[config.mk]
export PLATFORM = sky130hd
export DESIGN_NAME = debounce_sched_flat
export DESIGN_NICKNAME = d
export VERILOG_FILES = /design/src/rtl/debounce_sched_if.sv /design/src/rtl/debounce_sched.sv /design/src/flat_wrapper.sv
export SDC_FILE = /design/constraint.sdc
export NUM_CORES = 1
export LEC_CHECK = 0
export ABC_AREA = 1
export ABC_CLOCK_PERIOD_IN_PS = 2920
export BUFFER_PORTS_ARGS = -buffer_cell sky130_fd_sc_hd__buf_2
export CELL_PAD_IN_SITES_DETAIL_PLACEMENT = 1
export CELL_PAD_IN_SITES_GLOBAL_PLACEMENT = 1
export CORE_MARGIN = 2
export CORE_UTILIZATION = 41
export CTS_CLUSTER_SIZE = 8
export DETAILED_ROUTE_END_ITERATION = 10
export MAX_ROUTING_LAYER = met4
export PLACE_DENSITY_LB_ADDON = 0.1
export SLEW_MARGIN = 30
export SYNTH_ARGS = -nofsm -noshare
export SYNTH_HDL_FRONTEND = slang
export SYNTH_SLANG_ARGS = --single-unit
[constraint.sdc]
create_clock -name clk -period 2.92 [get_ports clk]
set_input_delay 0.146 -clock clk [delete_from_list [all_inputs] [get_ports clk]]
set_output_delay 0.146 -clock clk [all_outputs]
set_load 0.01 [all_outputs]
[src/rtl/debounce_sched_if.sv]
// debounce_sched_if: debounced-event valid/ready port between the scheduler and its consumer.
// Latency: none; wires only.
// Backpressure: producer holds evt_valid/evt_ch/evt_edge until evt_ready is seen with evt_valid.
interface debounce_sched_if #(
    parameter int N_CH = 2
);
    localparam int CH_W = (N_CH > 1) ? $clog2(N_CH) : 1;

    logic            evt_valid;
    logic [CH_W-1:0] evt_ch;
    logic            evt_edge;
    logic            evt_ready;

    modport master (
        output evt_valid,
        output evt_ch,
        output evt_edge,
        input  evt_ready
    );

    modport slave (
        input  evt_valid,
        input  evt_ch,
        input  evt_edge,
        output evt_ready
    );
endinterface

[src/rtl/debounce_sched.sv]
// debounce_sched: per-channel sync + tick-sampled debounce, edges queued and served round-robin on one event port.
// Latency: db_out 2+(STABLE-1)*DIV..+DIV clk after btn_in settles; evt_valid 1 clk after an edge is pending.
// Backpressure: one pending edge per channel while evt_ready is low; further edges are dropped and flagged in ovf.
// Build option DEBOUNCE_RELEASE_EVT_EN: release edges also raise events (otherwise press-only, evt_edge tied 1).
module debounce_sched #(
    parameter int N_CH   = 2,
    parameter int DIV    = 50000,
    parameter int STABLE = 4
) (
    input  logic             clk,
    input  logic             rst,
    input  logic [N_CH-1:0]  btn_in,
    output logic [N_CH-1:0]  db_out,
    output logic [N_CH-1:0]  ovf,
    debounce_sched_if.master evt
);
    localparam int CH_W = (N_CH > 1) ? $clog2(N_CH) : 1;
    localparam int DW   = $clog2(DIV);

    localparam logic [0:0] STEADY   = 1'b0;
    localparam logic [0:0] CHANGING = 1'b1;

    logic [N_CH-1:0] sync1, sync2;
    logic [DW-1:0]   div_cnt;
    logic            tick;
    logic [N_CH-1:0] st;
    logic [3:0]      cnt [N_CH];
    logic [N_CH-1:0] db, diff, acc, rec, pend, grant;
`ifdef DEBOUNCE_RELEASE_EVT_EN
    logic [N_CH-1:0] pedge;
`endif
    logic [CH_W-1:0] last, win;
    logic            found, load;
    int              idx;

    assign db_out = db;

    // Two-flop synchronizer for the raw asynchronous inputs.
    always_ff @(posedge clk) begin
        if (rst) begin
            sync1 <= '0;
            sync2 <= '0;
        end else begin
            sync1 <= btn_in;
            sync2 <= sync1;
        end
    end

    // Sample-tick divider: tick is high in the cycle after div_cnt hits DIV-1.
    always_ff @(posedge clk) begin
        if (rst) begin
            div_cnt <= '0;
            tick    <= 1'b0;
        end else begin
            tick    <= (div_cnt == DW'(DIV - 1));
            div_cnt <= (div_cnt == DW'(DIV - 1)) ? '0 : div_cnt + DW'(1);
        end
    end

    // Accept decision: this tick completes STABLE consecutive samples of the new level.
    always_comb begin
        diff = '0;
        acc  = '0;
        rec  = '0;
        for (int i = 0; i < N_CH; i++) begin
            diff[i] = sync2[i] ^ db[i];
            acc[i]  = tick && diff[i] &&
                      ((st[i] == STEADY) ? (STABLE == 1)
                                         : ({1'b0, cnt[i]} + 5'd1 >= 5'(STABLE)));
`ifdef DEBOUNCE_RELEASE_EVT_EN
            rec[i]  = acc[i];
`else
            rec[i]  = acc[i] && !db[i];
`endif
        end
    end

    // Per-channel debounce FSM, advanced only in tick cycles.
    always_ff @(posedge clk) begin
        if (rst) begin
            st <= {N_CH{STEADY}};
            db <= '0;
            for (int i = 0; i < N_CH; i++) cnt[i] <= 4'd0;
        end else if (tick) begin
            for (int i = 0; i < N_CH; i++) begin
                if (!diff[i]) begin
                    st[i]  <= STEADY;
                    cnt[i] <= 4'd0;
                end else if (acc[i]) begin
                    db[i]  <= ~db[i];
                    st[i]  <= STEADY;
                    cnt[i] <= 4'd0;
                end else if (st[i] == STEADY) begin
                    st[i]  <= CHANGING;
                    cnt[i] <= 4'd1;
                end else begin
                    cnt[i] <= (cnt[i] >= 4'(STABLE)) ? 4'(STABLE) : cnt[i] + 4'd1;
                end
            end
        end
    end

    // Round-robin search over pending edges, starting after the last winner.
    always_comb begin
        found = 1'b0;
        win   = '0;
        grant = '0;
        idx   = 0;
        load  = !evt.evt_valid || evt.evt_ready;
        for (int k = 1; k <= N_CH; k++) begin
            idx = int'(last) + k;
            if (idx >= N_CH) idx = idx - N_CH;
            if (!found && pend[idx]) begin
                found = 1'b1;
                win   = CH_W'(idx);
            end
        end
        if (load && found) grant[win] = 1'b1;
    end

    // Pending-edge slots: a new edge overwrites only a slot being granted this cycle.
    always_ff @(posedge clk) begin
        if (rst) begin
            pend  <= '0;
            ovf   <= '0;
`ifdef DEBOUNCE_RELEASE_EVT_EN
            pedge <= '0;
`endif
        end else begin
            for (int i = 0; i < N_CH; i++) begin
                if (rec[i] && pend[i] && !grant[i]) begin
                    ovf[i]   <= 1'b1;
                end else if (rec[i]) begin
                    pend[i]  <= 1'b1;
`ifdef DEBOUNCE_RELEASE_EVT_EN
                    pedge[i] <= ~db[i];
`endif
                end else if (grant[i]) begin
                    pend[i]  <= 1'b0;
                end
            end
        end
    end

    // Event output register, reloaded when empty or when the held event is taken.
    always_ff @(posedge clk) begin
        if (rst) begin
            evt.evt_valid <= 1'b0;
            evt.evt_ch    <= '0;
`ifdef DEBOUNCE_RELEASE_EVT_EN
            evt.evt_edge  <= 1'b0;
`endif
            last          <= CH_W'(N_CH - 1);
        end else if (load) begin
            evt.evt_valid <= found;
            if (found) begin
                evt.evt_ch   <= win;
`ifdef DEBOUNCE_RELEASE_EVT_EN
                evt.evt_edge <= pedge[win];
`endif
                last         <= win;
            end
        end
    end

`ifndef DEBOUNCE_RELEASE_EVT_EN
    assign evt.evt_edge = 1'b1;
`endif

endmodule

[src/flat_wrapper.sv]
// flat-port wrapper written by rule: the top's interface ports become plain ports
module debounce_sched_flat 
#(
    parameter int N_CH   = 2,
    parameter int DIV    = 50000,
    parameter int STABLE = 4
)
  (clk, rst, btn_in, db_out, ovf, evt_evt_valid, evt_evt_ch, evt_evt_edge, evt_evt_ready);
  debounce_sched_if #(.N_CH(N_CH)) evt_i ();
  input  logic clk;
  input  logic rst;
  input  logic [N_CH-1:0] btn_in;
  output logic [N_CH-1:0] db_out;
  output logic [N_CH-1:0] ovf;
  output wire logic [$bits(evt_i.evt_valid)-1:0] evt_evt_valid;
  output wire logic [$bits(evt_i.evt_ch)-1:0] evt_evt_ch;
  output wire logic [$bits(evt_i.evt_edge)-1:0] evt_evt_edge;
  input wire logic [$bits(evt_i.evt_ready)-1:0] evt_evt_ready;
  assign evt_evt_valid = evt_i.evt_valid;
  assign evt_evt_ch = evt_i.evt_ch;
  assign evt_evt_edge = evt_i.evt_edge;
  assign evt_i.evt_ready = evt_evt_ready;
  debounce_sched #(.N_CH(N_CH), .DIV(DIV), .STABLE(STABLE)) u_core (.clk(clk), .rst(rst), .btn_in(btn_in), .db_out(db_out), .ovf(ovf), .evt(evt_i));
endmodule
## Word level (Yosys, flattened, before mapping)

Memories as Yosys holds them, arrays and structs flattened.
Index checks and enable logic that the tools add are counted.

- Order comparisons: 10
- Muxes and demuxes: 79
- Reductions and logical operators: 28
- Eq/ne operators: 1
- $add $sub $neg: 9
- Bitwise logic cells: 14

Operators by type and width:

| cell | number |
|---|---|
| $mux 1 | 65 |
| $ge 32x3->1 const B | 2 |
| $lt 32x3->1 const B | 2 |
| $mux 32 | 2 |
| $sub 32x3->32 const B | 2 |
| $mux 4 | 10 |
| $add 16x1->16 const B | 1 |
| $eq 16x16->1 const B | 1 |
| $logic_and 1x1->1 | 13 |
| $add 4x1->5 const B | 2 |
| $ge 5x3->1 const B | 2 |
| $add 4x1->4 const B | 2 |
| $ge 4x3->1 const B | 2 |
| $or 1x1->1 | 8 |
| $logic_not 1->1 | 6 |
| $reduce_and 2->1 | 3 |
| $reduce_and 3->1 | 2 |
| $not 1->1 | 4 |
| $reduce_bool 2->1 | 2 |
| $add 1x2->3 const B | 1 |
| $add 1x1->2 const B | 1 |
| $lt 1x2->1 const B | 1 |
| $mux 2 | 1 |
| $reduce_or 2->1 | 1 |
| 4 further kinds | 5 |

- Flip-flop bits (word level): 32
- Bits in writable memories: 8
- Input bits: 5
- Memories: 1
- Word-level logic and storage cells: 156
- Output and inout bits: 7

Memories:

| memory | words | bits a word | rd ports | clocked after Yosys merged registers in | write ports | line | RTL |
|---|---|---|---|---|---|---|---|
| u_core.cnt | 2 | 4 | 2 | 0 | 2 | debounce_sched.sv:27 | `logic [3:0] cnt [N_CH];` |

## Depth between registers and ports, before layout

- Depth after elaboration: 19
- Depth in mapped cells: 10
- Gate-level depth less buffers: 10

## Worst setup path after synthesis

Ideal clock, no wire load.

- Kind: register to register
- From: memory u_core.cnt[1][0]
- To: memory u_core.cnt[1][1] (data pin)
- Setup slack: 1.356 ns
- Setup time: 0.160 ns
- Data arrival time: 1.405 ns
- Path buffers: 0
- Required time: 2.760 ns
- Clock period less this slack: 1.564 ns
- Cell stages (with the launch flop): 8
- Path through: edfxtp_1 ha_1 or2_2 nand2_1 nand3_1 inv_1 nand4_1 nor3b_1

RTL lines:

| item | line |
|---|---|
| from (decl) | debounce_sched.sv:27 |

==> impl_results.md <==
- Mapped Cells: 229
- Number of flops mapped to enable cells by yosys: 8
- CTS root buffer: clkbuf_8
- Final-layout worst hold slack: 0.0477 ns
- Peak ir drop on the vdd network: 0.301 mV
- Cell area after synthesis: 0.00180 mm²
- Asr flop ratio synth: 0
- Max-slew violation count: 0
- Mean routed wirelength per cell: 11.4 µm
- Flop-to-flop setup slack: 1.19 ns
- I/O pin total: 12
- Number of standard cells in the layout, taps in and fillers out: 296
- Area of the multi-input gates: 746 µm²
- Element type at the critical path end: flop
- Seq/Total Area, Yosys: 0.491
- Count of cell types in the netlist: 29
- Critical path fanouts, max: 5
- Worst-case headroom to the max-slew limit: 0.657
- Largest family of logic cells by synthesized area: simple AND/OR/NAND/NOR gates
- Standby leakage power: 0.800 nW
- Remaining global-route overflow: 0
- Tcrit/Tclk final: 0.591
- Element type at the critical path start: flop
- Fmax: 579 MHz
- Final antenna diode count: 0
- Initial antenna violation count: 0
- WS Path Type: reg -> reg
- Setup bufs post-CTS: 0
- Worst reg2reg path startpoint: u_core.cnt[1][0]
- Post-placement cell count: 288
- R2R cell count: 7
- Reg-to-Reg End: u_core.cnt[1][1]
- Initial core utilization: 0.418
- X dimension of the die: 70.2 µm
- TritonCTS Sinks: 40
- Worst path max stage delay: 0.45 ns
- Pin count of the biggest net entering global routing: 18
- Compound-gate portion of the synthesized area: 0.0864
- Required time of the critical path: 3.06 ns
- Most area-consuming cells after synthesis: dfxtp_1 (36%), edfxtp_1 (13%), inv_1 (8.2%), nand2_1 (8.2%), nor2_1 (6.5%)
- CTS resizes: 0
- Metal-1 WL: 1610 µm
- Endpoint of the worst setup timing path: u_core.cnt[1][1]
- Number of remaining DRC errors: 0
- Half-perimeter wire length after placement: 2570 µm
- Post-route minimum period: 1.73 ns
- Full die area: 0.00492 mm²
- Ratio of routed vias to standard cells: 4.85
- Number of port buffers: 10
- NumNets Final: 253
- Overall global routing resource usage: 0.167
- Count of routing violations after the opening detailed-route iteration: 22
- Final total power: 0.00105 W
- Leading register cell type out of synthesis: dfxtp_1
- CTS hold repair buffers: 0
- Worst path slowest cell: edfxtp_1
- Setup skew after layout: 0.00907 ns
- Synthesized area divided by synthesized cell count: 7.84 µm²
- Fill cell instance count of the final layout: 561
- XOR/XNOR share of the synthesized area: 0.0244
- ANT nets after route: 0
- Cells along the critical path: ha_1 > or2_2 > nand2_1 > nand3_1 > inv_1 > nand4_1 > nor3b_1
- Final setup fails: 0
- Maxcap violations: 0
- Highest signal layer in the routed design: met4
- Final estimated routing congestion in global placement: 0.782
- Area occupied by registers: 881 µm²
- Top cell type's share of synthesized area: 0.357
- Synth Area in Adders: 0.0348
- Post-synthesis simple-gate area fraction: 0.263
- Outcome: finished clean
- Via count: 1435
- Post-synth top area cell: dfxtp_1
- Share of layout cells above drive strength 1: 0.0984
- Launch point of the critical path: u_core.cnt[1][0]
- Mux cell area share after synthesis: 0
- Leading cell types in the layout, fill and taps excluded: inv_1 (39), nand2_1 (39), dfxtp_1 (32), nor2_1 (31), a21oi_1 (17)
- Final Hold Vio Count: 0
- Total detailed-routing wirelength: 3390 µm
- Number of placement rows: 24
- Placeable core region: 0.00429 mm²
- Power Density: 525 mW/mm²
- RSZ-0062 raised after global routing: false
- CTS tree: built
- Setup_tns: 0 ns
- Layout area overhead: 11.8%
- Seq cells post-synth: 40
- CTS HTree Levels: 2
- Floorplan die height: 70.2 µm
- Vias in the first global route: 1467
- Wire length on met3: 112 µm
- CTS Buf Count: 5
- Amount of wire on met2 after detailed routing: 1590 µm
- Largest buffer count on any clock path: 2
- Worst-skew pair later-pin latency: 0.30 ns
- First-pass GRT wire length: 6310 µm
- Synthesis warning total: 0
- Pin slew with the least headroom to its limit: 0.513 ns
- Finished Core Util: 0.468
- Hold Path Class: in -> reg
- First-pass iteration count of the detailed router: 4
- Worst path arrival time: 1.87 ns
- Post-CTS clock slew at the launch and capture registers of the worst setup and hold paths: 0.08 ns
## power by group
| part | total, W | switching [W] | leakage, nW | internal [W] |
|---|---|---|---|---|
| registers | 0.000579 | 0.00000624 | 0.340 | 0.000573 |
| logic | 0.0000328 | 0.0000218 | 0.401 | 0.0000110 |
| clock network | 0.000443 | 0.000198 | 0.0596 | 0.000245 |
## registers in the layout, summed over array words and instances (netlist names), 2 cells and up
register / count
u_core.st: 2
u_core.cnt: 8
u_core.sync1: 2
u_core.sync2: 2
u_core.pend: 2
u_core.div_cnt: 16
u_core.ovf: 2
u_core.db_out: 2
## cell usage after synthesis, drive strengths merged (3+ instances only)
library cell and number:
or2 4, nand3 12, dfxtp 32, nand4 6
a21oi 17, o21ai 4, nor3 6, inv 40
xor2 4, nand2 40, edfxtp 8, nor4 3
nor2 31, ha 5
## worst max-delay path: cells and delay by family (launching register included)
family	cells	cell delay [ns]
adders and majority gates	1	0.26
buffers and inverters	1	0.08
DFF	1	0.45
and+or+nand+nor	5	0.78
## layer usage
layer | track usage | vias to the layer above
met5 | - | -
met4 | 0.0641 | 0
met3 | 0.0476 | 6
met2 | 0.263 | 13
met1 | 0.203 | 665
li1 | - | 751
## through the flow
stage | cell area (µm²) | setup WS [ns]
final | 2010 | 1.19
after global routing | 2010 | 1.02
after CTS | 2010 | 1.16
after floorplan | 1800 | 1.36
after detailed placement | 1890 | 1.19
after global placement | 1890 | 1.23
## logic make-up after synthesis
| family | Yosys count |
|---|---|
| and+or+nand+nor | 105 |
| DFF | 40 |
| adders and majority gates | 5 |
| other | 2 |
| xor gates and xnor gates | 5 |
| AOI/OAI and AO/OA | 28 |
| buffers and inverters | 44 |
## cell type report
class | instances | share of cell area
sequential | 40 | 0.439
timing repair buffer | 10 | 0.0249
clock inverter | 1 | 0.00436
clock buffer | 7 | 0.0536
inverter | 40 | 0.0748
multi-input combinational | 146 | 0.371
tap | 52 | 0.0324
## worst min path at each step
stage	startpoint	endpoint	slack [ns]	depth (start not counted)
after CTS	btn_in[1]	u_core.sync1[1]	0.03	3
final	btn_in[1]	u_core.sync1[1]	0.05	3
after floorplan	btn_in[0]	u_core.sync1[0]	0.25	2
after global routing	btn_in[1]	u_core.sync1[1]	0.04	3
after global placement	btn_in[0]	u_core.sync1[0]	0.35	3
after detailed placement	btn_in[1]	u_core.sync1[1]	0.36	3
Power figures use the tool's default switching activity.
